### src/rtl/blink_arbiter_if.sv
// rtl/blink_arbiter_if.sv - requester/LED bundle shared by the blink arbiter and its sources
//
// Purpose: groups the per-requester request/count inputs and the grant/done/
// busy/LED outputs of blink_arbiter into one bundle.
// Ports (signals):
//   req_i  [NREQ]       request level per requester
//   cnt_i  [NREQ*CNTW]  blink count per requester, slice i = [i*CNTW +: CNTW]
//   gnt_o  [NREQ]       one-hot LED owner while blinking
//   done_o [NREQ]       one-cycle burst-complete pulse on the owner's bit
//   busy_o              arbiter not idle
//   led_o               LED drive
// Modports: master = requester side, slave = arbiter side.
interface blink_arbiter_if #(
    parameter int NREQ = 4,
    parameter int CNTW = 4
);
    logic [NREQ-1:0]      req_i;
    logic [NREQ*CNTW-1:0] cnt_i;
    logic [NREQ-1:0]      gnt_o;
    logic [NREQ-1:0]      done_o;
    logic                 busy_o;
    logic                 led_o;

    modport master (
        output req_i,
        output cnt_i,
        input  gnt_o,
        input  done_o,
        input  busy_o,
        input  led_o
    );

    modport slave (
        input  req_i,
        input  cnt_i,
        output gnt_o,
        output done_o,
        output busy_o,
        output led_o
    );
endinterface

### src/rtl/blink_arbiter.sv
// rtl/blink_arbiter.sv - round-robin arbiter playing timed LED blink bursts
//
// Purpose: shares one status LED between NREQ requesters. IDLE picks the next
// requester round-robin from pointer+1, then the burst is played as ON/OFF
// phases counted in prescaled ticks, followed by a GAP before re-arbitration.
// Ports:
//   clk_i  system clock
//   rst_i  asynchronous active-high reset
//   bus    blink_arbiter_if.slave (req_i, cnt_i in; gnt_o, done_o, busy_o, led_o out)
// All outputs are flops; nothing combinational reaches the bus outputs.
module blink_arbiter #(
    parameter int FREQ      = 25000000,
    parameter int TICK_HZ   = 10,
    parameter int NREQ      = 4,
    parameter int CNTW      = 4,
    parameter int ON_TICKS  = 2,
    parameter int OFF_TICKS = 2,
    parameter int GAP_TICKS = 4
) (
    input  logic           clk_i,
    input  logic           rst_i,
    blink_arbiter_if.slave bus
);

    localparam int DIV   = FREQ / TICK_HZ;
    localparam int PW    = $clog2(DIV);
    localparam int MAXT0 = (ON_TICKS > OFF_TICKS) ? ON_TICKS : OFF_TICKS;
    localparam int MAXT  = (MAXT0 > GAP_TICKS) ? MAXT0 : GAP_TICKS;
    localparam int PHW   = $clog2(MAXT + 1);
    localparam int PTRW  = $clog2(NREQ);

    localparam logic [1:0] S_IDLE = 2'd0;
    localparam logic [1:0] S_ON   = 2'd1;
    localparam logic [1:0] S_OFF  = 2'd2;
    localparam logic [1:0] S_GAP  = 2'd3;

    logic [1:0]      state_q, state_d;
    logic [PW-1:0]   presc_q, presc_d;
    logic [PHW-1:0]  phase_q, phase_d;
    logic [CNTW-1:0] rem_q, rem_d;
    logic [PTRW-1:0] owner_q, owner_d;
    logic [PTRW-1:0] ptr_q, ptr_d;
    logic [NREQ-1:0] gnt_q, gnt_d;
    logic [NREQ-1:0] done_q, done_d;
    logic            busy_q, busy_d;
    logic            led_q, led_d;

    logic            tick;
    logic            found;
    logic [PTRW-1:0] sel;
    logic [CNTW-1:0] cnt_sel;

    assign tick = (presc_q == PW'(DIV - 1));

    // Round-robin search starting just after the last granted index.
    always_comb begin
        found = 1'b0;
        sel   = '0;
        for (int k = 1; k <= NREQ; k++) begin
            if (!found && bus.req_i[(int'(ptr_q) + k) % NREQ]) begin
                found = 1'b1;
                sel   = PTRW'((int'(ptr_q) + k) % NREQ);
            end
        end
        cnt_sel = bus.cnt_i[int'(sel) * CNTW +: CNTW];
    end

    always_comb begin
        state_d = state_q;
        presc_d = tick ? '0 : presc_q + 1'b1;
        phase_d = tick ? phase_q + 1'b1 : phase_q;
        rem_d   = rem_q;
        owner_d = owner_q;
        ptr_d   = ptr_q;

        case (state_q)
            S_IDLE: begin
                phase_d = '0;
                if (found) begin
                    ptr_d   = sel;
                    owner_d = sel;
                    // Restart the prescaler so the first phase is a whole number of ticks.
                    presc_d = '0;
                    if (cnt_sel != '0) begin
                        rem_d   = cnt_sel;
                        state_d = S_ON;
                    end else begin
                        state_d = S_GAP;
                    end
                end
            end
            S_ON: begin
                if (tick && phase_q == PHW'(ON_TICKS - 1)) begin
                    rem_d   = rem_q - 1'b1;
                    phase_d = '0;
                    state_d = S_OFF;
                end
            end
            S_OFF: begin
                if (tick && phase_q == PHW'(OFF_TICKS - 1)) begin
                    phase_d = '0;
                    state_d = (rem_q == '0) ? S_GAP : S_ON;
                end
            end
            default: begin
                if (tick && phase_q == PHW'(GAP_TICKS - 1)) begin
                    phase_d = '0;
                    state_d = S_IDLE;
                end
            end
        endcase
    end

    // Outputs are decoded from the next state so they line up with it in the flops.
    always_comb begin
        led_d  = (state_d == S_ON);
        busy_d = (state_d != S_IDLE);
        gnt_d  = '0;
        done_d = '0;
        for (int i = 0; i < NREQ; i++) begin
            if (owner_d == PTRW'(i)) begin
                gnt_d[i]  = (state_d == S_ON) || (state_d == S_OFF);
                done_d[i] = (state_d == S_GAP) && (state_q != S_GAP);
            end
        end
    end

    always_ff @(posedge clk_i or posedge rst_i) begin
        if (rst_i) begin
            state_q <= S_IDLE;
            presc_q <= '0;
            phase_q <= '0;
            rem_q   <= '0;
            owner_q <= '0;
            ptr_q   <= PTRW'(NREQ - 1);
            gnt_q   <= '0;
            done_q  <= '0;
            busy_q  <= 1'b0;
            led_q   <= 1'b0;
        end else begin
            state_q <= state_d;
            presc_q <= presc_d;
            phase_q <= phase_d;
            rem_q   <= rem_d;
            owner_q <= owner_d;
            ptr_q   <= ptr_d;
            gnt_q   <= gnt_d;
            done_q  <= done_d;
            busy_q  <= busy_d;
            led_q   <= led_d;
        end
    end

    assign bus.gnt_o  = gnt_q;
    assign bus.done_o = done_q;
    assign bus.busy_o = busy_q;
    assign bus.led_o  = led_q;

endmodule

### src/flat_wrapper.sv
// flat-port wrapper written by rule: the top's interface ports become plain ports
module blink_arbiter_flat 
#(
    parameter int FREQ      = 25000000,
    parameter int TICK_HZ   = 10,
    parameter int NREQ      = 4,
    parameter int CNTW      = 4,
    parameter int ON_TICKS  = 2,
    parameter int OFF_TICKS = 2,
    parameter int GAP_TICKS = 4
)
  (clk_i, rst_i, bus_req_i, bus_cnt_i, bus_gnt_o, bus_done_o, bus_busy_o, bus_led_o);
  blink_arbiter_if #(.NREQ(NREQ), .CNTW(CNTW)) bus_i ();
  input  logic clk_i;
  input  logic rst_i;
  input wire logic [$bits(bus_i.req_i)-1:0] bus_req_i;
  input wire logic [$bits(bus_i.cnt_i)-1:0] bus_cnt_i;
  output wire logic [$bits(bus_i.gnt_o)-1:0] bus_gnt_o;
  output wire logic [$bits(bus_i.done_o)-1:0] bus_done_o;
  output wire logic [$bits(bus_i.busy_o)-1:0] bus_busy_o;
  output wire logic [$bits(bus_i.led_o)-1:0] bus_led_o;
  assign bus_i.req_i = bus_req_i;
  assign bus_i.cnt_i = bus_cnt_i;
  assign bus_gnt_o = bus_i.gnt_o;
  assign bus_done_o = bus_i.done_o;
  assign bus_busy_o = bus_i.busy_o;
  assign bus_led_o = bus_i.led_o;
  blink_arbiter #(.FREQ(FREQ), .TICK_HZ(TICK_HZ), .NREQ(NREQ), .CNTW(CNTW), .ON_TICKS(ON_TICKS), .OFF_TICKS(OFF_TICKS), .GAP_TICKS(GAP_TICKS)) u_core (.clk_i(clk_i), .rst_i(rst_i), .bus(bus_i));
endmodule
### config.mk
export PLATFORM = sky130hd
export DESIGN_NAME = blink_arbiter_flat
export DESIGN_NICKNAME = d
export VERILOG_FILES = /design/src/rtl/blink_arbiter_if.sv /design/src/rtl/blink_arbiter.sv /design/src/flat_wrapper.sv
export SDC_FILE = /design/constraint.sdc
export NUM_CORES = 1
export LEC_CHECK = 0
export ABC_AREA = 1
export BUFFER_PORTS_ARGS = -buffer_cell sky130_fd_sc_hd__buf_2
export CORE_MARGIN = 1
export CORE_UTILIZATION = 30
export DETAILED_ROUTE_END_ITERATION = 6
export SLEW_MARGIN = 0
export SYNTH_ARGS = -nofsm -noshare
export SYNTH_HDL_FRONTEND = slang
export SYNTH_SLANG_ARGS = --single-unit
### constraint.sdc
create_clock -name clk_i -period 2.3 [get_ports clk_i]
set_input_delay 0.23 -clock clk_i [delete_from_list [all_inputs] [get_ports clk_i]]
set_output_delay 0.23 -clock clk_i [all_outputs]
set_load 0.02 [all_outputs]
==> summary.md <==
| Metric | Value |
|---|---|
| Worst path cell trace | `inv_8 -> nand2_4 -> nand2_2 -> nand2_1 -> nand2_2 -> nand2_2 -> nand3_2 -> nand2_4 -> nand3b_1 -> nand3_2 -> nand2_2 -> nor2_4 -> nand2_1 -> nand2_1 -> nand2_2 -> nand2_2 -> nand2_2 -> buf_4 -> buf_4 -> ha_1` |
| Final cell utilization of the core | `42.7%` |
| Multi-input logic area | `0.00192 mm2` |
| Core box area | `0.00973 mm2` |
| Antenna violations before repair | `0` |
| CP peak stage delay | `0.70 ns` |
| Hold Crit Class | `in2async` |
| GRT met1 Usage | `17.0%` |
| Overflow after GRT | `0` |
| Final setup margin | `-0.368 ns` |
| Die Ht | `102 um` |
| CP required | `2.50 ns` |
| H-tree depth | `2` |
| GR peak layer | `met2` |
| R2r startpoint | `u_core.ptr_q[0]$_DFFE_PP1P_` |
| Slack of the worst reg-to-reg path | `-0.37 ns` |
| Delay-heaviest family, CP | `simple AND/OR/NAND/NOR gates` |
| Post-route ant nets | `0` |
| Inserted Clock Buffers | `5` |
| First-pass GRT wire length | `11.8 mm` |
| PortBufs | `31` |
| Clk buf depth | `2` |
| Vias per Instance | `4.64` |
| Routed WL | `7.11 mm` |
| Routed vias | `2814` |
| Number of top-level pins | `32` |
| Die area | `0.0104 mm2` |
| Pwr/cell area | `360 mW/mm2` |
| Layout net count | `507` |
| CP Class | `reg2reg` |
| Status | `finished with violations` |
| Ant. Diodes | `0` |
| Final Cycle Share | `116%` |
| Post-synth EDFFs | `0` |
| Clk_skew | `0.00781 ns` |
| Worst EP arrival | `2.87 ns` |
| Main synth FF type | `dfrtp_1` |
| TritonCTS clock tree | `yes` |
| Met2 Usage GRT | `25.9%` |
| Worst r2r dst | `u_core.bus.led_o$_DFF_PP0_` |
| Fmax | `375 MHz` |
| Worst reg2reg path depth | `20` |
| DR iter-0 viols | `69` |
| Root Buffer | `clkbuf_8` |
| Average instance area after synthesis | `7.92 um2` |
| Hold Vio Cnt, Final | `0` |
| DR WL/cell | `11.7 um` |
| Slowest cell on crit path | `dfstp_2` |
| Sequential element share of the synthesized area | `37.5%` |
| Synth cell types | `43` |
| Gr usage total | `14.0%` |
| Ys async rst share | `100%` |
| Met3 GRT Util | `2.39%` |
| Vias in the first global route | `2756` |
| Final period demand of the worst path | `2.67 ns` |
| Clk_lat worst skew | `0.30 ns` |
| Endpoint class of the critical path | `register` |
| Share of layout cells above drive strength 1 | `46.3%` |
| Most common cell after layout, fill and taps aside | `buf_4` |
| First-pass DRT Iterations | `5` |
| Clk slew on worst S/H paths | `0.09 ns` |
| # setup viols final | `19` |
| Initial Util | `30.9%` |
| RSZ-0062 raised after global routing | `true` |
| Clock Sinks | `45` |
| Failing checks | `setup timing` |
| Routability congestion estimate | `0.868` |
| DRC viols | `0` |
| Post-Syn Nets | `415` |
| Final setup TNS | `-3.76 ns` |
| Die X | `102 um` |
| Largest net degree at the start of global routing | `29` |
| Commonest non-fill, non-tap cells in the layout | `54 x buf_4, 46 x inv_1, 45 x nand2_1` |
| Worst Path Buf+Inv | `3` |
| Slew Limit Fails | `0` |
| P&R area growth vs syn | `37.9%` |
| Max transition margin | `72.8%` |
| Max Cap Viol | `0` |
| Worst path most repeated cell | `nand2_2` |
| Crit start category | `register` |
| FP Rows | `36` |
| Final HPWL DP | `5.17 mm` |
| Mapped cell area | `0.00301 mm2` |
| Tightest Pin Transition | `0.407 ns` |
| FILL cells | `992` |
| YS warnings | `0` |
| Crit path max fanout | `8` |
| DP Worst Slack | `-0.401 ns` |
| Maximum vdd drop | `0.230 mV` |
| Sequential Area | `0.00113 mm2` |
| Mapped Cells | `380` |
| Synthesized flop and latch total | `45` |
| P_leak | `2.07 nW` |
-- report_power, final --
part,internal (mW),switching [mW]
clock network,0.222,0.293
logic,0.0833,0.105
registers,0.791,0
total,1.10,0.398
-- Yosys cell counts (all sizes together) (4+ instances only) --
cell type | number | area, um2
buf | 4 | 35.0
dfrtp | 43 | 1080
a211oi | 4 | 30.0
nand4 | 7 | 43.8
a21oi | 13 | 72.6
nor2 | 49 | 236
inv | 57 | 224
nand2 | 97 | 474
ha | 13 | 163
nor3b | 6 | 50.1
nor4 | 8 | 50.1
o21ai | 16 | 91.3
nor3 | 12 | 76.3
nand3 | 32 | 195
nand3b | 4 | 30.0
-- flip-flops by register name, indices dropped and copies added (netlist names) --
name,count
u_core.bus.busy_o,1
u_core.bus.done_o,4
u_core.presc_q,22
u_core.phase_q,3
u_core.rem_q,4
u_core.bus.led_o,1
u_core.owner_q,2
u_core.ptr_q,2
u_core.bus.gnt_o,4
u_core.state_q,2
-- final cells by class --
cell class / count / area share, %
clock inverter: 3 / 0.603
clock buffer: 5 / 1.66
tap: 133 / 4.01
sequential: 45 / 27.2
inverter: 58 / 5.67
timing repair buffer: 88 / 14.5
multi-input combinational: 274 / 46.4
-- worst reg2reg max path, cell delays in order (launching register included) --
cell and delay (ns):
dfstp_2 0.70, inv_8 0.10, nand2_4 0.07, nand2_2 0.07, nand2_1 0.09, nand2_2 0.07
nand2_2 0.08, nand3_2 0.12, nand2_4 0.14, nand3b_1 0.12, nand3_2 0.09, nand2_2 0.08
nor2_4 0.11, nand2_1 0.05, nand2_1 0.06, nand2_2 0.07, nand2_2 0.06, nand2_2 0.07
buf_4 0.13, buf_4 0.12, ha_1 0.16
-- stage by stage --
stage | hold slack (ns) | area [um2] | power [mW] | cells
4_1_cts | 0.461 | 3870 | 1.49 | 601
3_3_place_gp | 0.245 | 3630 | 0.954 | 583
3_5_place_dp | 0.245 | 3630 | 0.956 | 583
6_report | 0.457 | 4150 | 1.49 | 606
5_1_grt | 0.483 | 4150 | 1.57 | 606
2_1_floorplan | 0.433 | 3010 | 0.901 | 380
-- routing by layer --
metal / up-vias / share of wire [%]
met2: 61 / 51
met3: 12 / 3.3
li1: 1416 / -
met5: - / 0
met4: 0 / 1.2
met1: 1325 / 45
-- cells by family (layout without fill, tap and decap cells) --
kind of cell	Yosys count	after routing	share of synthesized area, %
simple gates	219	220	39.3
buf+inv	62	154	8.73
flops	45	45	37.5
compound gates	38	38	8.23
fa+ha+maj	13	13	5.40
xor+xnor	3	3	0.873
-- timing repair --
| action | CTS | global route |
|---|---|---|
| endpoints found under the setup margin | 11 | 20 |
| hold buffers | 1 | 0 |
| pin swaps | 21 | 19 |
| resized for setup | 17 | 62 |
| endpoints found under the hold margin | 17 | 0 |
| gates cloned | 1 | 0 |
| buffers inserted | 8 | 6 |
-- worst max-delay path by stage --
stage / start / to / slack (ns) / depth (start not counted)
CTS: u_core.ptr_q[0]$_DFFE_PP1P_ / u_core.bus.done_o[0]$_DFF_PP0_ / -0.31 / 21
detailed placement: u_core.ptr_q[0]$_DFFE_PP1P_ / u_core.bus.done_o[0]$_DFF_PP0_ / -0.40 / 21
global route: u_core.ptr_q[0]$_DFFE_PP1P_ / u_core.bus.gnt_o[0]$_DFF_PP0_ / -0.49 / 20
finish: u_core.ptr_q[0]$_DFFE_PP1P_ / u_core.bus.led_o$_DFF_PP0_ / -0.37 / 20
floorplan: u_core.ptr_q[0]$_DFFE_PP1P_ / u_core.bus.gnt_o[0]$_DFF_PP0_ / -0.14 / 23
global placement: u_core.ptr_q[0]$_DFFE_PP1P_ / u_core.bus.gnt_o[0]$_DFF_PP0_ / -0.33 / 22
(Power assumes the default switching activity.)
